## src/rtl/fetch_stage.sv

```systemverilog
// rtl/fetch_stage.sv - instruction fetch front end: PC, ROM addressing, {pc, insn} FIFO to decode
//
// Owns the PC, drives the combinational instruction ROM, queues fetched
// {pc, insn} pairs and hands them to decode over a valid/ready handshake.
// A redirect from execute flushes the queue and reloads the PC.
//
// Ports:
//   clk            rising-edge clock
//   rst_n          synchronous active-low reset
//   imem_addr      ROM byte address (the PC register)
//   imem_insn      ROM word for imem_addr, same cycle
//   redirect_valid redirect request from execute
//   redirect_pc    redirect target (low two bits ignored)
//   out_valid      FIFO head holds an instruction
//   out_ready      decode accepts the head this cycle
//   out_insn       instruction at the head (0 when not valid)
//   out_pc         PC of out_insn (0 when not valid)
module fetch_stage #(
  parameter int                      address_size = 32,
  parameter int                      word_size    = 32,
  parameter logic [address_size-1:0] reset_pc     = '0,
  parameter int                      depth        = 2
) (
  input  logic                    clk,
  input  logic                    rst_n,
  output logic [address_size-1:0] imem_addr,
  input  logic [word_size-1:0]    imem_insn,
  input  logic                    redirect_valid,
  input  logic [address_size-1:0] redirect_pc,
  output logic                    out_valid,
  input  logic                    out_ready,
  output logic [word_size-1:0]    out_insn,
  output logic [address_size-1:0] out_pc
);

  localparam int ptr_w = $clog2(depth);
  localparam int cnt_w = $clog2(depth + 1);
  localparam logic [cnt_w-1:0] depth_c = cnt_w'(depth);
  localparam logic [address_size-1:0] align_mask = ~address_size'(3);

  logic [address_size-1:0] pc_q, pc_d;
  logic [cnt_w-1:0]        count_q, count_d;
  logic [ptr_w-1:0]        rd_ptr_q, rd_ptr_d;
  logic [ptr_w-1:0]        wr_ptr_q, wr_ptr_d;

  logic [address_size-1:0] mem_pc_q   [depth];
  logic [word_size-1:0]    mem_insn_q [depth];

  logic pop;
  logic fetch;

  assign imem_addr = pc_q;
  assign out_valid = (count_q != '0);
  assign out_insn  = out_valid ? mem_insn_q[rd_ptr_q] : '0;
  assign out_pc    = out_valid ? mem_pc_q[rd_ptr_q]   : '0;

  always_comb begin
    pop   = out_valid & out_ready;
    // A pop frees a slot at the same edge, so a full FIFO can still fetch.
    fetch = !redirect_valid && ((count_q < depth_c) || pop);

    pc_d     = pc_q;
    count_d  = count_q + {{(cnt_w-1){1'b0}}, fetch} - {{(cnt_w-1){1'b0}}, pop};
    rd_ptr_d = rd_ptr_q;
    wr_ptr_d = wr_ptr_q;

    if (pop)   rd_ptr_d = rd_ptr_q + ptr_w'(1);
    if (fetch) begin
      wr_ptr_d = wr_ptr_q + ptr_w'(1);
      pc_d     = pc_q + address_size'(4);
    end

    // Flush dominates: anything popped this cycle is gone, the rest is dropped.
    if (redirect_valid) begin
      pc_d     = redirect_pc & align_mask;
      count_d  = '0;
      rd_ptr_d = '0;
      wr_ptr_d = '0;
    end
  end

  always_ff @(posedge clk) begin
    if (!rst_n) begin
      pc_q     <= reset_pc;
      count_q  <= '0;
      rd_ptr_q <= '0;
      wr_ptr_q <= '0;
    end else begin
      pc_q     <= pc_d;
      count_q  <= count_d;
      rd_ptr_q <= rd_ptr_d;
      wr_ptr_q <= wr_ptr_d;
    end
  end

  // Storage needs no reset: entries are only visible when count covers them.
  always_ff @(posedge clk) begin
    if (rst_n && fetch) begin
      mem_pc_q[wr_ptr_q]   <= pc_q;
      mem_insn_q[wr_ptr_q] <= imem_insn;
    end
  end

endmodule

```

## config.mk

```make
export PLATFORM = sky130hd
export DESIGN_NAME = fetch_stage
export DESIGN_NICKNAME = d
export VERILOG_FILES = /design/src/rtl/fetch_stage.sv
export SDC_FILE = /design/constraint.sdc
export NUM_CORES = 1
export LEC_CHECK = 0
export CORE_UTILIZATION = 25
export CTS_BUF_LIST = sky130_fd_sc_hd__clkbuf_4 sky130_fd_sc_hd__clkbuf_8 sky130_fd_sc_hd__clkbuf_16
export DETAILED_ROUTE_END_ITERATION = 10
export PLACE_DENSITY = 0.53
export SLEW_MARGIN = 10
export SYNTH_ARGS = -nofsm -noshare
export SYNTH_HDL_FRONTEND = slang
export SYNTH_SLANG_ARGS = --single-unit
```

## constraint.sdc

```tcl
create_clock -name clk -period 6.4 [get_ports clk]
set_input_delay 0.96 -clock clk [delete_from_list [all_inputs] [get_ports clk]]
set_output_delay 0.96 -clock clk [all_outputs]
set_load 0.005 [all_outputs]
```

==> results.sh, run 1 <==
export IMPL_status="finished clean"
export IMPL_routed_wl_um=15990
export IMPL_place_detailed_hpwl_um=10590
export IMPL_vias_per_cell=4.297
export IMPL_final_area_sq_um=9036
export IMPL_rows=58
export IMPL_worstRegToRegCells=10
export IMPL_synth_top_family_by_area="simple AND/OR/NAND/NOR gates"
export IMPL_worstPathArrival_ps=2490
export IMPL_hold_class="reg2reg"
export IMPL_clk_path_buf_depth=2
export IMPL_switching_share_pct=23.00
export IMPL_die_w_um=163.5
export IMPL_synth_mux_area_share_pct=9.517
export IMPL_core_sq_um=25400
export IMPL_syn_instance_count=488
export IMPL_endpoint="out_pc[16]"
export IMPL_p_leak_nw=2.911
export IMPL_synth_xor_area_share_pct=4.432
export IMPL_drtPass1Iterations=6
export IMPL_hold_viol=0
export IMPL_yosysSeqAreaShare_pct=67.84
export IMPL_ys_warn_count=0
export IMPL_synth_ff_type="edfxtp_1"
export IMPL_dieArea_sq_um=26740
export IMPL_synth_edff_count=124
export IMPL_postCtsHoldBufs=0
export IMPL_area_growth_pct=38.56
export IMPL_grt_ovfl_total=0
export IMPL_final_nets=717
export IMPL_worst_slew_pin_slew_ps=1126
export IMPL_io_pins=165
export IMPL_grt_setup_unrepaired="false"
export IMPL_vias=4250
export IMPL_yosys_cell_types_count=31
export IMPL_drc=0
export IMPL_p_seq_share_pct=50.3
export IMPL_cts_root_buf="clkbuf_16"
export IMPL_final_common_cell="clkdlybuf4s50_1"
export IMPL_fin_crit_sh_pct=53.87
export IMPL_synth_adder_area_share_pct=0.5756
export IMPL_synth_top_area_cell="edfxtp_1"
export IMPL_wl_per_cell_um=16.16
export IMPL_yosys_area_share_simple_pct=10.97
export IMPL_start_util_pct=25.67
export IMPL_slew_viol_final=0
export IMPL_cts_tree="built"
export IMPL_final_core_util_pct=35.58
export IMPL_worstSetupPathType="reg2out"
export IMPL_grt_pass1_vias=4408
export IMPL_postCtsSetupBuffers=0
export IMPL_postSynth_asyncResetShare_pct=0
export IMPL_p_total_mw=2.379
export IMPL_synth_avg_cell_area_sq_um=13.36
export IMPL_skew_ps=17.63
export IMPL_setup_viol=0
export IMPL_crit_path_end_kind="output port"
export IMPL_track_usage_pct=12.36
export IMPL_synth_top_area_share_pct=57.10
export IMPL_port_buffers=158
export IMPL_place_gp_congestion=0.7391
export IMPL_diodes=0
export IMPL_internal_power_mw=1.832
export IMPL_grt_pass1_wl_um=24670
export IMPL_cts_buffers=17
export IMPL_ctsResizeCount=0
export IMPL_ys_ff_latch=159
export IMPL_cts_max_level=4
export IMPL_slowest_delay_ps=1100
export IMPL_worstPathRequired_ps=5440
export IMPL_reg2reg_from="count_q[1]"
export IMPL_synth_area_top_cells="edfxtp_1 57%, dfxtp_1 11%, mux2i_1 9.5%"
export IMPL_regToRegSetupSlack_ps=3960
export IMPL_timing_fmax_ghz=0.2901
export IMPL_fin_setup_tns_ps=0
export IMPL_drv_cap=0
export IMPL_dpl_cell_area_sq_um=8483
export IMPL_antenna_found_initial=0
export IMPL_drive_above_1_share_pct=7.132
export IMPL_powerDensity_nw_per_um2=263.3
export IMPL_p_clk_share_pct=40.2
export IMPL_start_kind="register"
export IMPL_clk_pin_slew_ps=60
export IMPL_cp_slowest_cell="dfxtp_4"
export IMPL_syn_area_sq_um=6521
export IMPL_insertion_delay_ps=420
export IMPL_min_period_ps=3447
export IMPL_ir_drop_v=0.0001483
export IMPL_die_y_um=163.5
export IMPL_p_sw_uw=547.4
export IMPL_synth_compound_area_share_pct=4.221
export IMPL_path_max_fanout=62
export IMPL_critical_path_cell_chain="mux2i_1 > nor2_1 > clkdlybuf4s50_1"
export IMPL_ant_nets=0
export IMPL_layout_common_cells="158 x clkdlybuf4s50_1, 124 x edfxtp_1, 72 x nor2_1"
export IMPL_r2r_end="count_q[1]"
export IMPL_p_comb_share_pct=9.6
export IMPL_slew_headroom_pct=24.86
export IMPL_cts_sinks=159
export IMPL_drt_initial_drc_count=209
export IMPL_grt_max_degree=64
==> synth_stat cells (2+ instances only) <==
cell      count
edfxtp_1    124
nor2_1       73
mux2i_1      62
dfxtp_1      35
o21ai_0      27
a21oi_1      23
xor2_1       22
clkbuf_1     17
nand2_1      17
nand4_1      13
nand3_1      12
xnor2_1      11
buf_2         7
inv_1         7
and2_1        6
and3_1        5
buf_4         4
nor3_1        4
ha_1          3
nor4_4        3
nand2b_1      2
nor2b_1       2
==> logic make-up after synthesis <==
group,Yosys count
compound gates,53
simple gates,142
other cells,1
fa+ha+maj,3
flops,159
buf+inv,35
xor+xnor,33
mux,62
==> registers in the layout, summed over array words and instances, names as in the netlist, named ones only <==
| register | flops |
|---|---|
| mem_insn_q | 64 |
| count_q | 2 |
| wr_ptr_q | 1 |
| mem_pc_q | 60 |
| rd_ptr_q | 1 |
| imem_addr | 30 |
==> how the worst min path moves through the flow <==
stage | start | to | depth (start not counted) | slack (ps)
finish | imem_addr[29] | mem_pc_q[0][29] | 0 | 500
global route | imem_addr[29] | mem_pc_q[0][29] | 0 | 530
CTS | imem_addr[29] | mem_pc_q[0][29] | 0 | 510
detailed placement | imem_addr[29] | mem_pc_q[0][29] | 0 | 500
global placement | rd_ptr_q | rd_ptr_q | 2 | 500
floorplan | imem_addr[20] | mem_pc_q[0][20] | 0 | 470
==> critical path: cells and delay by family, from the launching register on <==
| kind | cells | cell delay (ps) |
|---|---|---|
| multiplexers | 1 | 170 |
| AND/OR/NAND/NOR | 1 | 230 |
| flip-flops | 1 | 1100 |
| buffers and inverters | 1 | 560 |
==> metrics by stage <==
step	instances	setup slack (ps)	hold WS, ps
after floorplan	491	158.3	471.2
after global placement	957	2663	498.4
after detailed placement	957	2617	495.7
after CTS	989	2826	510.9
after global routing	989	2704	525.8
final	989	2953	499.1
==> layout make-up <==
type	count	area (sq um)
multi-input combinational	297	1977
clock buffer	19	440.4
tap	330	412.9
fill	2496	16360
inverter	7	26.28
sequential	159	4428
timing repair buffer	164	1639
clock inverter	13	112.6
==> per-layer routing <==
metal	global-route usage (%)	vias to the layer above	part of all wire (%)
li1	-	2072	-
met1	16.00	2063	46
met2	20.01	109	48
met3	3.403	6	5.6
met4	3.662	0	0.71
met5	0	-	0
==> power groups by stage <==
stage	clock, mW	combinational (mW)	sequential [mW]
CTS	0.989	0.232	1.20
finish	0.956	0.227	1.20
floorplan	0	0.0910	1.21
detailed placement	0	0.231	1.22
global placement	0	0.228	1.22
global route	1.04	0.251	1.20
Note: power is estimated with default switching activity, not from simulation.
==> inputs of run 2 (changes only) <==
--- a/config.mk
+++ b/config.mk
@@ -8,7 +8,7 @@
 export CORE_UTILIZATION = 25
 export CTS_BUF_LIST = sky130_fd_sc_hd__clkbuf_4 sky130_fd_sc_hd__clkbuf_8 sky130_fd_sc_hd__clkbuf_16
 export DETAILED_ROUTE_END_ITERATION = 10
-export PLACE_DENSITY = 0.53
+export PLACE_DENSITY = 0.51
 export SLEW_MARGIN = 10
 export SYNTH_ARGS = -nofsm -noshare
 export SYNTH_HDL_FRONTEND = slang
==> constraint.sdc (replaced) <==
create_clock -name clk -period 3.5 [get_ports clk]
set_input_delay 0.525 -clock clk [delete_from_list [all_inputs] [get_ports clk]]
set_output_delay 0.525 -clock clk [all_outputs]
set_load 0.005 [all_outputs]
==> run 2 against run 1 <==
Count of clock-buffer cells in the layout up 1. Flip-flop and latch count unchanged. Combinational power up 86%. Die area unchanged.
==> results.sh, run 2 (synthesis gave the netlist of run 1 again) <==
export IMPL_status="finished clean"
export IMPL_p_sw_uw=960.2
export IMPL_slew_headroom_pct=55.88
export IMPL_final_area_sq_um=9135
export IMPL_cts_buffers=17
export IMPL_worst_slew_pin_slew_ps=661.8
export IMPL_worstHoldEndpoint="rd_ptr_q"
export IMPL_hold_viol=0
export IMPL_r2r_end="count_q[1]"
export IMPL_ctsResizeCount=0
export IMPL_p_seq_share_pct=48.9
export IMPL_worstSetupPathType="reg2out"
export IMPL_grt_ovfl_total=0
export IMPL_place_gp_congestion=0.7457
export IMPL_fin_setup_tns_ps=0
export IMPL_wl_met3_um=774
export IMPL_p_clk_share_pct=41.7
export IMPL_ir_drop_v=0.0001995
export IMPL_fillers=2488
export IMPL_m1WireLength_um=7350
export IMPL_stdcell_count=993
export IMPL_multi_input_area_sq_um=1983
export IMPL_cts_max_level=4
export IMPL_met2_length_um=7507
export IMPL_insertion_delay_ps=420
export IMPL_fin_crit_sh_pct=78.17
export IMPL_start_kind="register"
export IMPL_path_max_fanout=28
export IMPL_postCtsSetupBuffers=0
export IMPL_cts_root_buf="clkbuf_16"
export IMPL_timing_fmax_ghz=0.3655
export IMPL_drt_initial_drc_count=251
export IMPL_io_pins=165
export IMPL_p_comb_share_pct=9.4
export IMPL_min_from="rd_ptr_q"
export IMPL_drc=0
export IMPL_drtPass1Iterations=4
export IMPL_powerDensity_nw_per_um2=489.4
export IMPL_cts_tree="built"
export IMPL_skew_ps=10.86
export IMPL_wl_per_cell_um=15.88
export IMPL_hold_path_depth=2
export IMPL_postCtsHoldBufs=0
export IMPL_regMostFlops="mem_insn_q"
export IMPL_grt_pass1_vias=4445
export IMPL_final_common_cell="clkdlybuf4s50_1"
export IMPL_die_w_um=163.5
export IMPL_internal_power_mw=3.511
export IMPL_switching_share_pct=21.48
export IMPL_area_growth_pct=40.08
export IMPL_vias=4253
export IMPL_p_leak_nw=2.969
export IMPL_port_buffers=158
export IMPL_regToRegSetupSlack_ps=1430
export IMPL_grt_setup_unrepaired="false"
export IMPL_largest_reg_flops=64
export IMPL_grt_pass1_wl_um=24480
export IMPL_worstRegToRegCells=9
export IMPL_cts_sinks=159
export IMPL_top_layer="met4"
export IMPL_min_period_ps=2736
export IMPL_layout_common_cells="158 x clkdlybuf4s50_1, 124 x edfxtp_1, 72 x nor2_1"
export IMPL_register_area_sq_um=4428
export IMPL_vias_per_cell=4.283
export IMPL_setup_viol=0
export IMPL_final_nets=722
export IMPL_core_sq_um=25400
export IMPL_reg2reg_from="count_q[1]"
export IMPL_slew_viol_final=0
export IMPL_rows=58
export IMPL_die_y_um=163.5
export IMPL_place_detailed_hpwl_um=10920
export IMPL_start_util_pct=25.67
export IMPL_clk_pin_slew_ps=60
export IMPL_routed_wl_um=15770
export IMPL_track_usage_pct=12.16
export IMPL_antenna_found_initial=0
export IMPL_ant_nets=0
export IMPL_grt_max_degree=49
export IMPL_dpl_cell_count=962
export IMPL_dpl_cell_area_sq_um=8539
export IMPL_drv_cap=0
export IMPL_worstPathRequired_ps=2970
export IMPL_drive_above_1_share_pct=7.843
export IMPL_worstPathArrival_ps=2210
export IMPL_dieArea_sq_um=26740
export IMPL_clk_path_buf_depth=2
export IMPL_hold_class="reg2reg"
export IMPL_crit_path_end_kind="output port"
export IMPL_diodes=0
==> run 2: cell types whose count changed in the layout (fill, tap and decap cells not counted), sizes merged <==
cell,previous run,this run
bufinv,1,3
clkbuf,19,20
clkinvlp,4,2
buf,6,11
inv,10,8
==> run 2: final cells by class <==
type	count	area share, %
Tap cell	330	4.520
Inverter	7	0.2876
Multi-Input combinational cell	297	21.71
Sequential cell	159	48.47
Clock inverter	11	1.548
Timing Repair Buffer	169	18.49
Clock buffer	20	4.972
==> run 2: power by group through the flow <==
stage	logic, mW	clock network (mW)	registers [mW]
6_report	0.422	1.86	2.19
5_1_grt	0.465	1.99	2.20
4_1_cts	0.433	1.91	2.19
3_5_place_dp	0.431	0	2.23
3_3_place_gp	0.425	0	2.22
2_1_floorplan	0.168	0	2.20
==> run 2: how the worst max path moves through the flow <==
stage | endpoint | startpoint | cells after the start
after floorplan | mem_insn_q[1][0] | redirect_valid | 4
after global placement | count_q[1] | redirect_valid | 11
after detailed placement | count_q[1] | redirect_valid | 11
after CTS | out_pc[21] | register | 4
after global routing | out_pc[21] | register | 4
final | out_pc[21] | register | 4
==> run 2: layer usage <==
metal | global-route usage, % | up-vias
li1 | - | 2082
met4 | 3.535 | 0
met1 | 15.62 | 2054
met5 | 0 | -
met3 | 3.479 | 9
met2 | 19.80 | 108
==> run 2: per-stage QoR <==
step	utilization, %	hold slack (ps)	worst slack (ps)	power [mW]
6_report	35.97	515.3	764.0	4.471
3_5_place_dp	33.62	504.5	774.7	2.658
4_1_cts	35.97	520.0	634.5	4.532
2_1_floorplan	-	471.2	368.3	2.372
3_3_place_gp	33.62	504.7	829.8	2.648
5_1_grt	35.97	535.3	585.9	4.649
==> run 2: critical path, stage by stage, from the launching register on <==
cell and delay (ps):
dfxtp_4 690, buf_4 360, mux2i_1 110, nor2_1 120, clkdlybuf4s50_1 510
==> inputs of run 3 (changes only) <==
==> constraint.sdc (replaced) <==
create_clock -name clk -period 2.8 [get_ports clk]
set_input_delay 0.42 -clock clk [delete_from_list [all_inputs] [get_ports clk]]
set_output_delay 0.42 -clock clk [all_outputs]
set_load 0.005 [all_outputs]
==> run 3 against run 2 <==
Non-clock buffer count is 4 higher. Sequential power is 24% higher. Flip-flop and latch count stayed put. Hold slack got worse by 9.1 ps. Largest power group unchanged.
==> results.sh, run 3 (synthesis gave the netlist of run 1 again) <==
export IMPL_worstPathRequired_ps=2380
export IMPL_grt_max_degree=49
export IMPL_cts_tree="built"
export IMPL_path_max_fanout=14
export IMPL_grt_ovfl_total=0
export IMPL_place_gp_congestion=0.7127
export IMPL_p_clk_share_pct=40.9
export IMPL_clk_pin_slew_ps=60
export IMPL_regMostFlops="mem_insn_q"
export IMPL_powerDensity_nw_per_um2=601.6
export IMPL_hold_viol=0
export IMPL_cts_max_level=4
export IMPL_insertion_delay_ps=410
export IMPL_rows=58
export IMPL_cts_buffers=17
export IMPL_min_period_ps=2459
export IMPL_ant_nets=0
export IMPL_register_area_sq_um=4428
export IMPL_crit_path_end_kind="output port"
export IMPL_regToRegSetupSlack_ps=820
export IMPL_final_nets=726
export IMPL_fillers=2496
export IMPL_clk_path_buf_depth=2
export IMPL_switching_share_pct=21.81
export IMPL_io_pins=165
export IMPL_start_kind="register"
export IMPL_critPathTopFamily="buffers and inverters"
export IMPL_track_usage_pct=12.23
export IMPL_multi_input_area_sq_um=1991
export IMPL_die_y_um=163.5
export IMPL_vias=4309
export IMPL_drive_above_1_share_pct=8.533
export IMPL_internal_power_mw=4.318
export IMPL_p_leak_nw=2.988
export IMPL_grt_pass1_wl_um=24610
export IMPL_cts_sinks=159
export IMPL_antenna_found_initial=0
export IMPL_grt_pass1_vias=4423
export IMPL_p_seq_share_pct=49.3
export IMPL_whs_ps=506.2
export IMPL_cp_slowest_cell="dfxtp_4"
export IMPL_setup_viol=0
export IMPL_hold_class="reg2reg"
export IMPL_place_detailed_hpwl_um=11180
export IMPL_layout_common_cells="158 x clkdlybuf4s50_1, 124 x edfxtp_1, 72 x nor2_1"
export IMPL_largest_reg_flops=64
export IMPL_slew_viol_final=0
export IMPL_p_sw_mw=1.204
export IMPL_ctsResizeCount=0
export IMPL_die_w_um=163.5
export IMPL_area_growth_pct=40.75
export IMPL_final_common_cell="clkdlybuf4s50_1"
export IMPL_critical_path_cell_chain="buf_4 > mux2i_1 > nor2_1 > clkdlybuf4s50_1"
export IMPL_diodes=0
export IMPL_core_sq_um=25400
export IMPL_p_comb_share_pct=9.9
export IMPL_path_buf_inv=2
export IMPL_port_buffers=158
export IMPL_status="finished clean"
export IMPL_drc=0
export IMPL_cts_root_buf="clkbuf_16"
export IMPL_drv_cap=0
export IMPL_slew_headroom_pct=61.72
export IMPL_ir_drop_v=0.0002894
export IMPL_drt_initial_drc_count=188
export IMPL_postCtsHoldBufs=0
export IMPL_postCtsSetupBuffers=0
export IMPL_fin_setup_tns_ps=0
export IMPL_dieArea_sq_um=26740
export IMPL_worst_slew_pin_slew_ps=570.0
export IMPL_slowest_delay_ps=550
export IMPL_start_util_pct=25.67
export IMPL_skew_ps=8.606
export IMPL_worstSetupPathType="reg2out"
export IMPL_fin_crit_sh_pct=87.82
export IMPL_worstPathArrival_ps=2040
export IMPL_routed_wl_um=15790
export IMPL_grt_setup_unrepaired="false"
export IMPL_wl_per_cell_um=15.82
export IMPL_timing_fmax_ghz=0.4067
export IMPL_vias_per_cell=4.318
export IMPL_drtPass1Iterations=4
[run 3: changes by cell type in the layout (fill, tap and decap cells not counted)]
cell       delta
buf_12        +2
buf_4         +2
bufinv_16     -1
clkbuf_4      +3
clkbuf_8      -1
clkinv_1      +1
clkinv_2      -2
inv_6         +1
nand2_1       -1
nand2_4       +1
[run 3: path summary, 6_finish.rpt]
path / from / endpoint / cells past startpoint
max: register / out_insn[31] / 4
min: imem_addr[31] / mem_pc_q[1][31] / 0
max reg2reg: count_q[1] / count_q[1] / 10
min reg2reg: imem_addr[31] / mem_pc_q[1][31] / 0
[run 3: area by class of cell]
| cell class | instances | share of cell area (%) |
|---|---|---|
| Sequential cell | 159 | 48.24 |
| Multi-Input combinational cell | 297 | 21.69 |
| Timing Repair Buffer | 173 | 19.00 |
| Clock buffer | 22 | 5.044 |
| Tap cell | 330 | 4.498 |
| Clock inverter | 10 | 1.240 |
| Inverter | 7 | 0.2863 |
[run 3: metrics by stage]
step	instances	cell area, sq um	utilization (%)	power, mW	setup WS (ps)
floorplan	491	6573	-	2.967	13.81
global placement	966	8602	33.87	3.315	457.3
detailed placement	966	8602	33.87	3.332	458.1
CTS	998	9179	36.14	5.599	255.5
global route	998	9179	36.14	5.752	159.2
finish	998	9179	36.14	5.522	341.0
[run 3: layer usage]
layer / GRT usage [%] / wire (um) / up-vias
met4: 4.167 / 171 / 0
met5: 0 / 0 / -
met1: 14.60 / 6667 / 2089
met2: 21.22 / 8119 / 118
li1: - / - / 2090
met3: 3.123 / 827 / 12
[run 3: power groups by stage]
stage                     sequential [mW]  clock [mW]  combinational [mW]
after floorplan                      2.76           0               0.212
after global placement               2.77           0               0.548
after detailed placement             2.77           0               0.558
after CTS                            2.72        2.32               0.560
after global routing                 2.73        2.42               0.602
final                                2.72        2.26               0.545
